File: src/rtl/i2c_wb_seq.sv
// Wishbone master sequencer for i2c_master_top: runs one single-byte register
// write or random read per command, with TIP polling, RxACK/AL checks and timeout.
module i2c_wb_seq #(
  parameter logic [15:0] PRESCALE   = 16'd99,
  parameter logic [15:0] POLL_LIMIT = 16'd4095
) (
  input  logic       wb_clk_i,
  input  logic       wb_rst_i,
  input  logic       cmd_valid,
  output logic       cmd_ready,
  input  logic       cmd_rw,
  input  logic [6:0] cmd_dev,
  input  logic [7:0] cmd_reg,
  input  logic [7:0] cmd_wdata,
  output logic       rsp_valid,
  output logic [7:0] rsp_rdata,
  output logic [1:0] rsp_err,
  output logic [2:0] wbm_adr_o,
  output logic [7:0] wbm_dat_o,
  input  logic [7:0] wbm_dat_i,
  output logic       wbm_we_o,
  output logic       wbm_stb_o,
  output logic       wbm_cyc_o,
  input  logic       wbm_ack_i
);

  typedef enum logic [3:0] {
    S_INIT0, S_INIT1, S_INIT2, S_IDLE, S_TXR, S_CR, S_POLL,
    S_RXR, S_STOP_CR, S_STOP_POLL, S_RESP
  } state_t;

  localparam logic [1:0] ERR_OK   = 2'd0;
  localparam logic [1:0] ERR_NACK = 2'd1;
  localparam logic [1:0] ERR_AL   = 2'd2;
  localparam logic [1:0] ERR_TMO  = 2'd3;

  state_t      state_reg, state_next;
  logic [1:0]  step_reg, step_next;
  logic [15:0] poll_cnt_reg, poll_cnt_next;
  logic [1:0]  err_reg, err_next;
  logic        rw_reg, rw_next;
  logic [6:0]  dev_reg, dev_next;
  logic [7:0]  regi_reg, regi_next;
  logic [7:0]  wdata_reg, wdata_next;
  logic [7:0]  rdata_reg, rdata_next;
  logic        cyc_reg, cyc_next;
  logic        we_reg, we_next;
  logic [2:0]  adr_reg, adr_next;
  logic [7:0]  dat_reg, dat_next;
  logic        cmd_ready_reg, rsp_valid_reg;
  logic [7:0]  rsp_rdata_reg;
  logic [1:0]  rsp_err_reg;

  logic [2:0]  req_adr;
  logic [7:0]  req_dat;
  logic        req_we;
  logic [7:0]  txr_val, cr_val;
  logic        ack_now, last_poll, bus_state;

  assign cmd_ready = cmd_ready_reg;
  assign rsp_valid = rsp_valid_reg;
  assign rsp_rdata = rsp_rdata_reg;
  assign rsp_err   = rsp_err_reg;
  assign wbm_adr_o = adr_reg;
  assign wbm_dat_o = dat_reg;
  assign wbm_we_o  = we_reg;
  assign wbm_stb_o = cyc_reg;
  assign wbm_cyc_o = cyc_reg;

  assign ack_now   = cyc_reg & wbm_ack_i;
  assign last_poll = (poll_cnt_reg == POLL_LIMIT - 16'd1);
  assign bus_state = (state_reg != S_IDLE) && (state_reg != S_RESP);

  // Byte step 2 is the repeated-START address on reads, the data byte on writes
  always_comb begin
    txr_val = {dev_reg, 1'b0};
    cr_val  = 8'h90;
    case (step_reg)
      2'd1: begin txr_val = regi_reg; cr_val = 8'h10; end
      2'd2: begin
        txr_val = rw_reg ? {dev_reg, 1'b1} : wdata_reg;
        cr_val  = rw_reg ? 8'h90 : 8'h50;
      end
      2'd3: begin txr_val = 8'h00; cr_val = 8'h68; end
      default: ;
    endcase
  end

  always_comb begin
    state_next    = state_reg;
    step_next     = step_reg;
    poll_cnt_next = poll_cnt_reg;
    err_next      = err_reg;
    rw_next       = rw_reg;
    dev_next      = dev_reg;
    regi_next     = regi_reg;
    wdata_next    = wdata_reg;
    rdata_next    = rdata_reg;
    cyc_next      = cyc_reg;
    we_next       = we_reg;
    adr_next      = adr_reg;
    dat_next      = dat_reg;
    req_adr       = 3'd4;
    req_dat       = 8'h00;
    req_we        = 1'b0;

    case (state_reg)
      S_INIT0:   begin req_adr = 3'd0; req_dat = PRESCALE[7:0];  req_we = 1'b1; end
      S_INIT1:   begin req_adr = 3'd1; req_dat = PRESCALE[15:8]; req_we = 1'b1; end
      S_INIT2:   begin req_adr = 3'd2; req_dat = 8'h80;          req_we = 1'b1; end
      S_TXR:     begin req_adr = 3'd3; req_dat = txr_val;        req_we = 1'b1; end
      S_CR:      begin req_adr = 3'd4; req_dat = cr_val;         req_we = 1'b1; end
      S_STOP_CR: begin req_adr = 3'd4; req_dat = 8'h40;          req_we = 1'b1; end
      S_RXR:     req_adr = 3'd3;
      default:   ;
    endcase

    // Launch on the cycle after entering a state, giving one idle cycle between accesses
    if (bus_state && !cyc_reg) begin
      cyc_next = 1'b1;
      adr_next = req_adr;
      dat_next = req_dat;
      we_next  = req_we;
    end
    if (ack_now) begin
      cyc_next = 1'b0;
      we_next  = 1'b0;
    end

    case (state_reg)
      S_INIT0: if (ack_now) state_next = S_INIT1;
      S_INIT1: if (ack_now) state_next = S_INIT2;
      S_INIT2: if (ack_now) state_next = S_IDLE;
      S_IDLE: begin
        if (cmd_valid && cmd_ready_reg) begin
          rw_next    = cmd_rw;
          dev_next   = cmd_dev;
          regi_next  = cmd_reg;
          wdata_next = cmd_wdata;
          step_next  = 2'd0;
          err_next   = ERR_OK;
          rdata_next = 8'h00;
          state_next = S_TXR;
        end
      end
      S_TXR: if (ack_now) state_next = S_CR;
      S_CR: begin
        if (ack_now) begin
          poll_cnt_next = 16'd0;
          state_next    = S_POLL;
        end
      end
      S_POLL: begin
        if (ack_now) begin
          if (wbm_dat_i[1]) begin
            if (last_poll) begin
              err_next   = ERR_TMO;
              state_next = S_STOP_CR;
            end else begin
              poll_cnt_next = poll_cnt_reg + 16'd1;
            end
          end else if (wbm_dat_i[5]) begin
            err_next   = ERR_AL;
            state_next = S_RESP;
          end else if (step_reg == 2'd3) begin
            state_next = S_RXR;
          end else if (wbm_dat_i[7]) begin
            err_next   = ERR_NACK;
            state_next = S_STOP_CR;
          end else if (step_reg == 2'd2 && !rw_reg) begin
            state_next = S_RESP;
          end else begin
            step_next  = step_reg + 2'd1;
            state_next = (step_reg == 2'd2) ? S_CR : S_TXR;
          end
        end
      end
      S_RXR: begin
        if (ack_now) begin
          rdata_next = wbm_dat_i;
          state_next = S_RESP;
        end
      end
      S_STOP_CR: begin
        if (ack_now) begin
          poll_cnt_next = 16'd0;
          state_next    = (err_reg == ERR_TMO) ? S_RESP : S_STOP_POLL;
        end
      end
      S_STOP_POLL: begin
        if (ack_now) begin
          if (!wbm_dat_i[1] || last_poll) state_next = S_RESP;
          else poll_cnt_next = poll_cnt_reg + 16'd1;
        end
      end
      S_RESP:  state_next = S_IDLE;
      default: state_next = S_INIT0;
    endcase
  end

  always_ff @(posedge wb_clk_i) begin
    if (wb_rst_i) begin
      state_reg     <= S_INIT0;
      step_reg      <= 2'd0;
      poll_cnt_reg  <= 16'd0;
      err_reg       <= ERR_OK;
      rw_reg        <= 1'b0;
      dev_reg       <= 7'd0;
      regi_reg      <= 8'h00;
      wdata_reg     <= 8'h00;
      rdata_reg     <= 8'h00;
      cyc_reg       <= 1'b0;
      we_reg        <= 1'b0;
      adr_reg       <= 3'd0;
      dat_reg       <= 8'h00;
      cmd_ready_reg <= 1'b0;
      rsp_valid_reg <= 1'b0;
      rsp_rdata_reg <= 8'h00;
      rsp_err_reg   <= ERR_OK;
    end else begin
      state_reg     <= state_next;
      step_reg      <= step_next;
      poll_cnt_reg  <= poll_cnt_next;
      err_reg       <= err_next;
      rw_reg        <= rw_next;
      dev_reg       <= dev_next;
      regi_reg      <= regi_next;
      wdata_reg     <= wdata_next;
      rdata_reg     <= rdata_next;
      cyc_reg       <= cyc_next;
      we_reg        <= we_next;
      adr_reg       <= adr_next;
      dat_reg       <= dat_next;
      cmd_ready_reg <= (state_next == S_IDLE);
      rsp_valid_reg <= (state_next == S_RESP);
      rsp_err_reg   <= (state_next == S_RESP) ? err_next : ERR_OK;
      rsp_rdata_reg <= (state_next == S_RESP && err_next == ERR_OK && rw_reg) ? rdata_next : 8'h00;
    end
  end

endmodule

File: config.mk
export PLATFORM = sky130hd
export DESIGN_NAME = i2c_wb_seq
export DESIGN_NICKNAME = d
export VERILOG_FILES = /design/src/rtl/i2c_wb_seq.sv
export SDC_FILE = /design/constraint.sdc
export NUM_CORES = 1
export LEC_CHECK = 0
export CAP_MARGIN = 10
export CORE_UTILIZATION = 54
export DETAILED_ROUTE_END_ITERATION = 6
export PLACE_DENSITY_LB_ADDON = 0.08
export SETUP_SLACK_MARGIN = 0.5
export SYNTH_ARGS = -nofsm -noshare
export SYNTH_HDL_FRONTEND = slang
export SYNTH_SLANG_ARGS = --single-unit
File: constraint.sdc
create_clock -name wb_clk_i -period 2.8 [get_ports wb_clk_i]
set_input_delay 0.56 -clock wb_clk_i [delete_from_list [all_inputs] [get_ports wb_clk_i]]
set_output_delay 0.56 -clock wb_clk_i [all_outputs]
set_load 0.02 [all_outputs]
Yosys cells after proc, flatten, opt, wreduce, memory -nomap -nowiden
Index checks and enable logic that the tools add are counted.
{"block": "totals", "inputBits": 36, "register_bits": 81, "wordCells": 129}
{"block": "classes", "n_reduce_logical": 23, "eq_ne": 31, "addsub": 2, "bitwise_logic": 3, "mux": 53}
{"cell": "2-to-1 mux 16 bit", "count": 6}
{"cell": "2-to-1 mux 4 bit", "count": 17}
{"cell": "one-hot mux 16 bit (3 select lines)", "count": 1}
{"cell": "one-hot mux 8 bit (3 select lines)", "count": 2}
{"cell": "one-hot mux 4 bit (11 select lines)", "count": 1}
{"cell": "one-hot mux 8 bit (5 select lines)", "count": 1}
{"cell": "2-to-1 mux 8 bit", "count": 4}
{"cell": "2-to-1 mux 2 bit", "count": 15}
{"cell": "!= test 2 bit (second input constant)", "count": 11}
{"cell": "adder 16 x 1 -> 16 bit (second input constant)", "count": 1}
{"cell": "equality test 16 x 12 -> 1 bit (second input constant)", "count": 1}
{"cell": "equality test 4 x 3 -> 1 bit (second input constant)", "count": 4}
{"cell": "equality test 4 bit (second input constant)", "count": 4}
{"cell": "one-hot mux 8 bit (2 select lines)", "count": 1}
{"cell": "equality test 4 x 2 -> 1 bit (second input constant)", "count": 3}
{"cell": "one-hot mux 3 bit (4 select lines)", "count": 1}
{"cell": "OR reduction 2 bit", "count": 5}
{"cell": "one-hot mux 2 bit (2 select lines)", "count": 2}
{"cell": "AND reduction 8 bit", "count": 1}
{"cell": "AND reduction 7 bit", "count": 1}
{"cell": "equality test 2 bit (second input constant)", "count": 3}
{"cell": "logical AND 1 bit", "count": 6}
{"cell": "OR reduction 6 bit", "count": 1}
{"cell": "equality test 4 x 1 -> 1 bit (second input constant)", "count": 1}
{"cell": "other kinds (15)", "count": 19}

Longest topological paths before layout
{"block": "logic_depth", "word_depth": 14, "ltp_mapped": 10, "ltp_nobuf": 8}

Worst setup path after synthesis
OpenSTA, ideal clock, no wires.
{"block": "synth_timing", "path_kind": "reg-to-reg", "startpoint": "reg poll_cnt_reg[0]", "endpoint": "reg rsp_rdata_reg[0] (netlist: rsp_rdata[0])", "path_buffers": 1, "setup_time_ns": 0.076, "path_slack_ns": 0.309, "required_time_ns": 2.724, "path_stages_with_launch": 10, "period_less_slack_ns": 2.491, "arrival_ns": 2.414, "path_cell_list": "dfxtp_1 -> inv_1 -> ha_1 -> or4b_4 -> o41ai_4 -> nand2_1 -> o221a_2 -> or3b_4 -> buf_6 -> nor3_2"}
{"block": "synth_between", "elab_chain_cells": 10, "elab_cells_between_ends": 18, "cone_classes": "eq/ne: 2; mux: 10; bitwise: 1; reduce/logical: 5"}
{"item": "start: declaration", "line_no": "39", "rtl": "logic [15:0] poll_cnt_reg, poll_cnt_next;"}
{"item": "start signal: assignment", "line_no": "223", "rtl": "poll_cnt_reg <= poll_cnt_next;"}
{"item": "equality test 16 x 12 -> 1 bit *", "line_no": "71", "rtl": "assign last_poll = (poll_cnt_reg == POLL_LIMIT - 16'd1);"}
{"item": "2-to-1 mux 4 bit (tied with other cells)", "line_no": "156", "rtl": "if (last_poll) begin"}
{"item": "2-to-1 mux 4 bit (tied with other cells)", "line_no": "155", "rtl": "if (wbm_dat_i[1]) begin"}
{"item": "2-to-1 mux 4 bit (tied with other cells)", "line_no": "154", "rtl": "if (ack_now) begin"}
{"item": "one-hot mux 4 bit (11 select lines) / one-hot mux 2 bit (2 select lines) (equally long branches)", "line_no": "130", "rtl": "case (state_reg)"}
{"item": "equality test 4 bit / logical NOT 2 bit (equally long branches)", "line_no": "237", "rtl": "rsp_rdata_reg <= (state_next == S_RESP && err_next == ERR_OK && rw_reg) ? rdata_next : 8'h00;"}
{"item": "logical AND 1 bit * (2 in a row)", "line_no": "237"}
{"item": "NOT 1 bit (no line) *"}
{"item": "OR reduction 2 bit (no line) *"}
{"item": "end signal: assignment", "line_no": "237"}
{"item": "end: declaration", "line_no": "51", "rtl": "logic [7:0] rsp_rdata_reg;"}
Every way passes the cells marked *; elsewhere a longest branch is shown, timed or not.
A chain may end at the register's enable or synchronous reset.

Final worst setup path
{"block": "layout_timing", "startpoint": "reg poll_cnt_reg[0]", "endpoint": "reg rsp_rdata_reg[7] (netlist: rsp_rdata[7])"}
Same word-level chain as after synthesis.

==> impl_metrics.yaml <==
status:
  status: "finished clean"
pwr:
  seq_power_share: 0.463
  power_mw: 2.756
  power.leakage_nw: 1.660
  p_sw_frac: 0.3021
  ir_drop_mv: 0.3531
  p_per_area_nw_per_um2: 560.5
  power.internal_mw: 1.923
  p_comb_frac: 0.238
  p_clk_frac: 0.300
  p_sw_mw: 0.8324
critical_path:
  path_class: "reg2reg"
  critPathArrivalTime_ns: 2.64
  cp-end-kind: "register"
  path_cells: "inv_2, ha_4, or4b_4, o41ai_4, nand2_1, o221a_4, or3b_4, nor3_2"
  cp.required_ns: 3.09
  crit_path_max_fanout: 6
  start_kind: "register"
  slowest_delay_ns: 0.46
  cp_slowest_cell: "or4b_4"
synthesis:
  synth_top_area_frac: 0.4167
  yosysTopAreaCell: "dfxtp_1"
  syn_nets: 530
  ys_types: 61
  syn_inst: 487
  synthTopCellsByArea: "dfxtp_1 42%, nand2_1 7.4%, a21oi_1 6.2%"
  syn_area_per_cell_sq_um: 7.990
  syn_area_sq_um: 3891
  ys.flop_type: "dfxtp_1"
  async_flop_share: 0
  yosysSeqAreaShare: 0.4167
  synth-edff-count: 0
  synth.ff_latch_count: 81
  ys_warn_count: 0
floorplan:
  start_util: 0.5665
  die_w_um: 86.89
  coreArea_sq_um: 6869
  io_pins: 62
  die-area_sq_um: 7550
  die_h_um: 86.89
  rows: 30
placed_design:
  dpl-instance-area_sq_um: 4592
  place_congestion: 0.9097
  dp.cells: 625
  dpl.hpwl_um: 6759
  port_buffers: 61
timing:
  period_minus_slack_ns: 2.355
  relSlewSlack: 0.5500
  setup_viol: 0
  hold_violations: 0
  period_share: 0.8410
  skew_ns: 0.009444
  worst_pin_slew_ns: 0.6688
  slew_viol_final: 0
  rsz0062_at_grt: "true"
  fmaxAchievable_mhz: 424.7
grt:
  grt_overflow_total: 0
  grt_pass1_vias: 3359
  grt_pass1_wl_um: 15660
  antenna_found_initial: 0
  grt_use_total: 0.2665
  grt_max_degree: 45
cells_and_area:
  layout_commonest_cell: "nand2_1"
  diodes: 0
  stdcell_count: 647
  final_util: 0.7157
  drive_gt1_frac: 0.1343
  stdcell_area_sq_um: 4916
  syn2layout_area_growth_pct: 26.33
  layout_common_cells: "77 x nand2_1, 76 x dfxtp_1, 60 x clkdlybuf4s50_1, 51 x nor2_1, 48 x a21oi_1"
  largest_reg_flops: 16
  nets: 590
route:
  drt-total-wl_um: 9590
  first_pass_iters: 4
  viasPerCell: 5.643
  routedWlPerCell_um: 14.82
  drt_first_iter_violations: 190
  drtAntennaViolNets: 0
  drc: 0
  vias: 3651
cts:
  cts_sinks: 81
  cts_buffer_depth: 2
  cts_tree: "done"
  clock_latency_ns: 0.36
  clock-root-buffer: "clkbuf_8"
  cts.htree.levels: 3
  clk_pin_slew_ns: 0.08
  numCtsBuffers: 9
min_path:
  hold_class: "reg2reg"
job:
  maxCapViolCount: 0
cells by family (layout without fill, tap and decap cells):
logic type / count (synthesis) / after routing / synth area share
AOI/OAI and AO/OA: 123 / 123 / 0.2035
xor gates and xnor gates: 8 / 8 / 0.01801
adders and majority gates: 7 / 7 / 0.02251
buffers and inverters: 42 / 105 / 0.04469
DFF: 81 / 81 / 0.4167
muxes: 4 / 4 / 0.01061
and+or+nand+nor: 222 / 223 / 0.2839
worst paths after layout:
| check | depth (start not counted) | startpoint | endpoint | slack (ns) |
|---|---|---|---|---|
| worst max register to register | 8 | poll_cnt_reg[0] | rsp_rdata[7] | 0.45 |
| worst min register to register | 2 | dev_reg[1] | dev_reg[1] | 0.46 |
| worst min-delay path | 2 | dev_reg[1] | dev_reg[1] | 0.46 |
| worst max-delay path | 8 | poll_cnt_reg[0] | rsp_rdata[7] | 0.45 |
timing repair:
item	in CTS	in global routing
setup buffers	3	3
endpoints found under the setup margin	27	32
resized for setup	6	19
pin swaps	5	7
hold buffers	0	0
gates cloned	1	0
synthesized netlist by cell type, drive strengths merged (4+ instances only):
cell type and n:
a21o 4, a21oi 48, a22oi 19, buf 6, clkbuf 29, dfxtp 81
ha 7, inv 7, nand2 77, nand2b 8, nand3 8, nand4 4
nor2 56, nor2b 8, nor3 23, nor4 6, o211ai 4, o21a 8
o21ai 22, or3 9, xnor2 7
power by group through the flow:
stage                     sequential (mW)  combinational (mW)  clock, mW
after floorplan                      1.30               0.362          0
after global placement               1.30               0.590          0
after detailed placement             1.30               0.593          0
after CTS                            1.27               0.615      0.831
after global routing                 1.28               0.709      0.881
final                                1.27               0.656      0.825
through the flow:
stage               hold WS [ns]  setup slack [ns]  setup TNS [ns]
floorplan                 0.4360            0.4474               0
global placement          0.4403          0.006301               0
detailed placement        0.4470          -0.06038         -0.1400
CTS                       0.4576            0.3360               0
global route              0.4775            0.3141               0
finish                    0.4586            0.4453               0
critical path: cells and delay by family, from the launching register on:
kind / cells / cell delay, ns
and+or+nand+nor: 4 / 1.15
AOI/OAI and AO/OA: 2 / 0.63
DFF: 1 / 0.33
adders and majority gates: 1 / 0.11
buffers and inverters: 1 / 0.06
layer usage:
layer | track usage | vias up | part of all wire
li1 | - | 1827 | -
met1 | 0.3373 | 1702 | 0.44
met2 | 0.4581 | 98 | 0.50
met3 | 0.03602 | 24 | 0.043
met4 | 0.1061 | 0 | 0.021
met5 | 0 | - | 0
cell type report:
class	count	area, sq um
Clock buffer	9	123.9
Fill cell	584	1953
Tap cell	96	120.1
Multi-Input combinational cell	365	2180
Sequential cell	81	1628
Timing Repair Buffer	83	778.2
Inverter	7	26.28
Clock inverter	6	60.06
(Power assumes the default switching activity.)
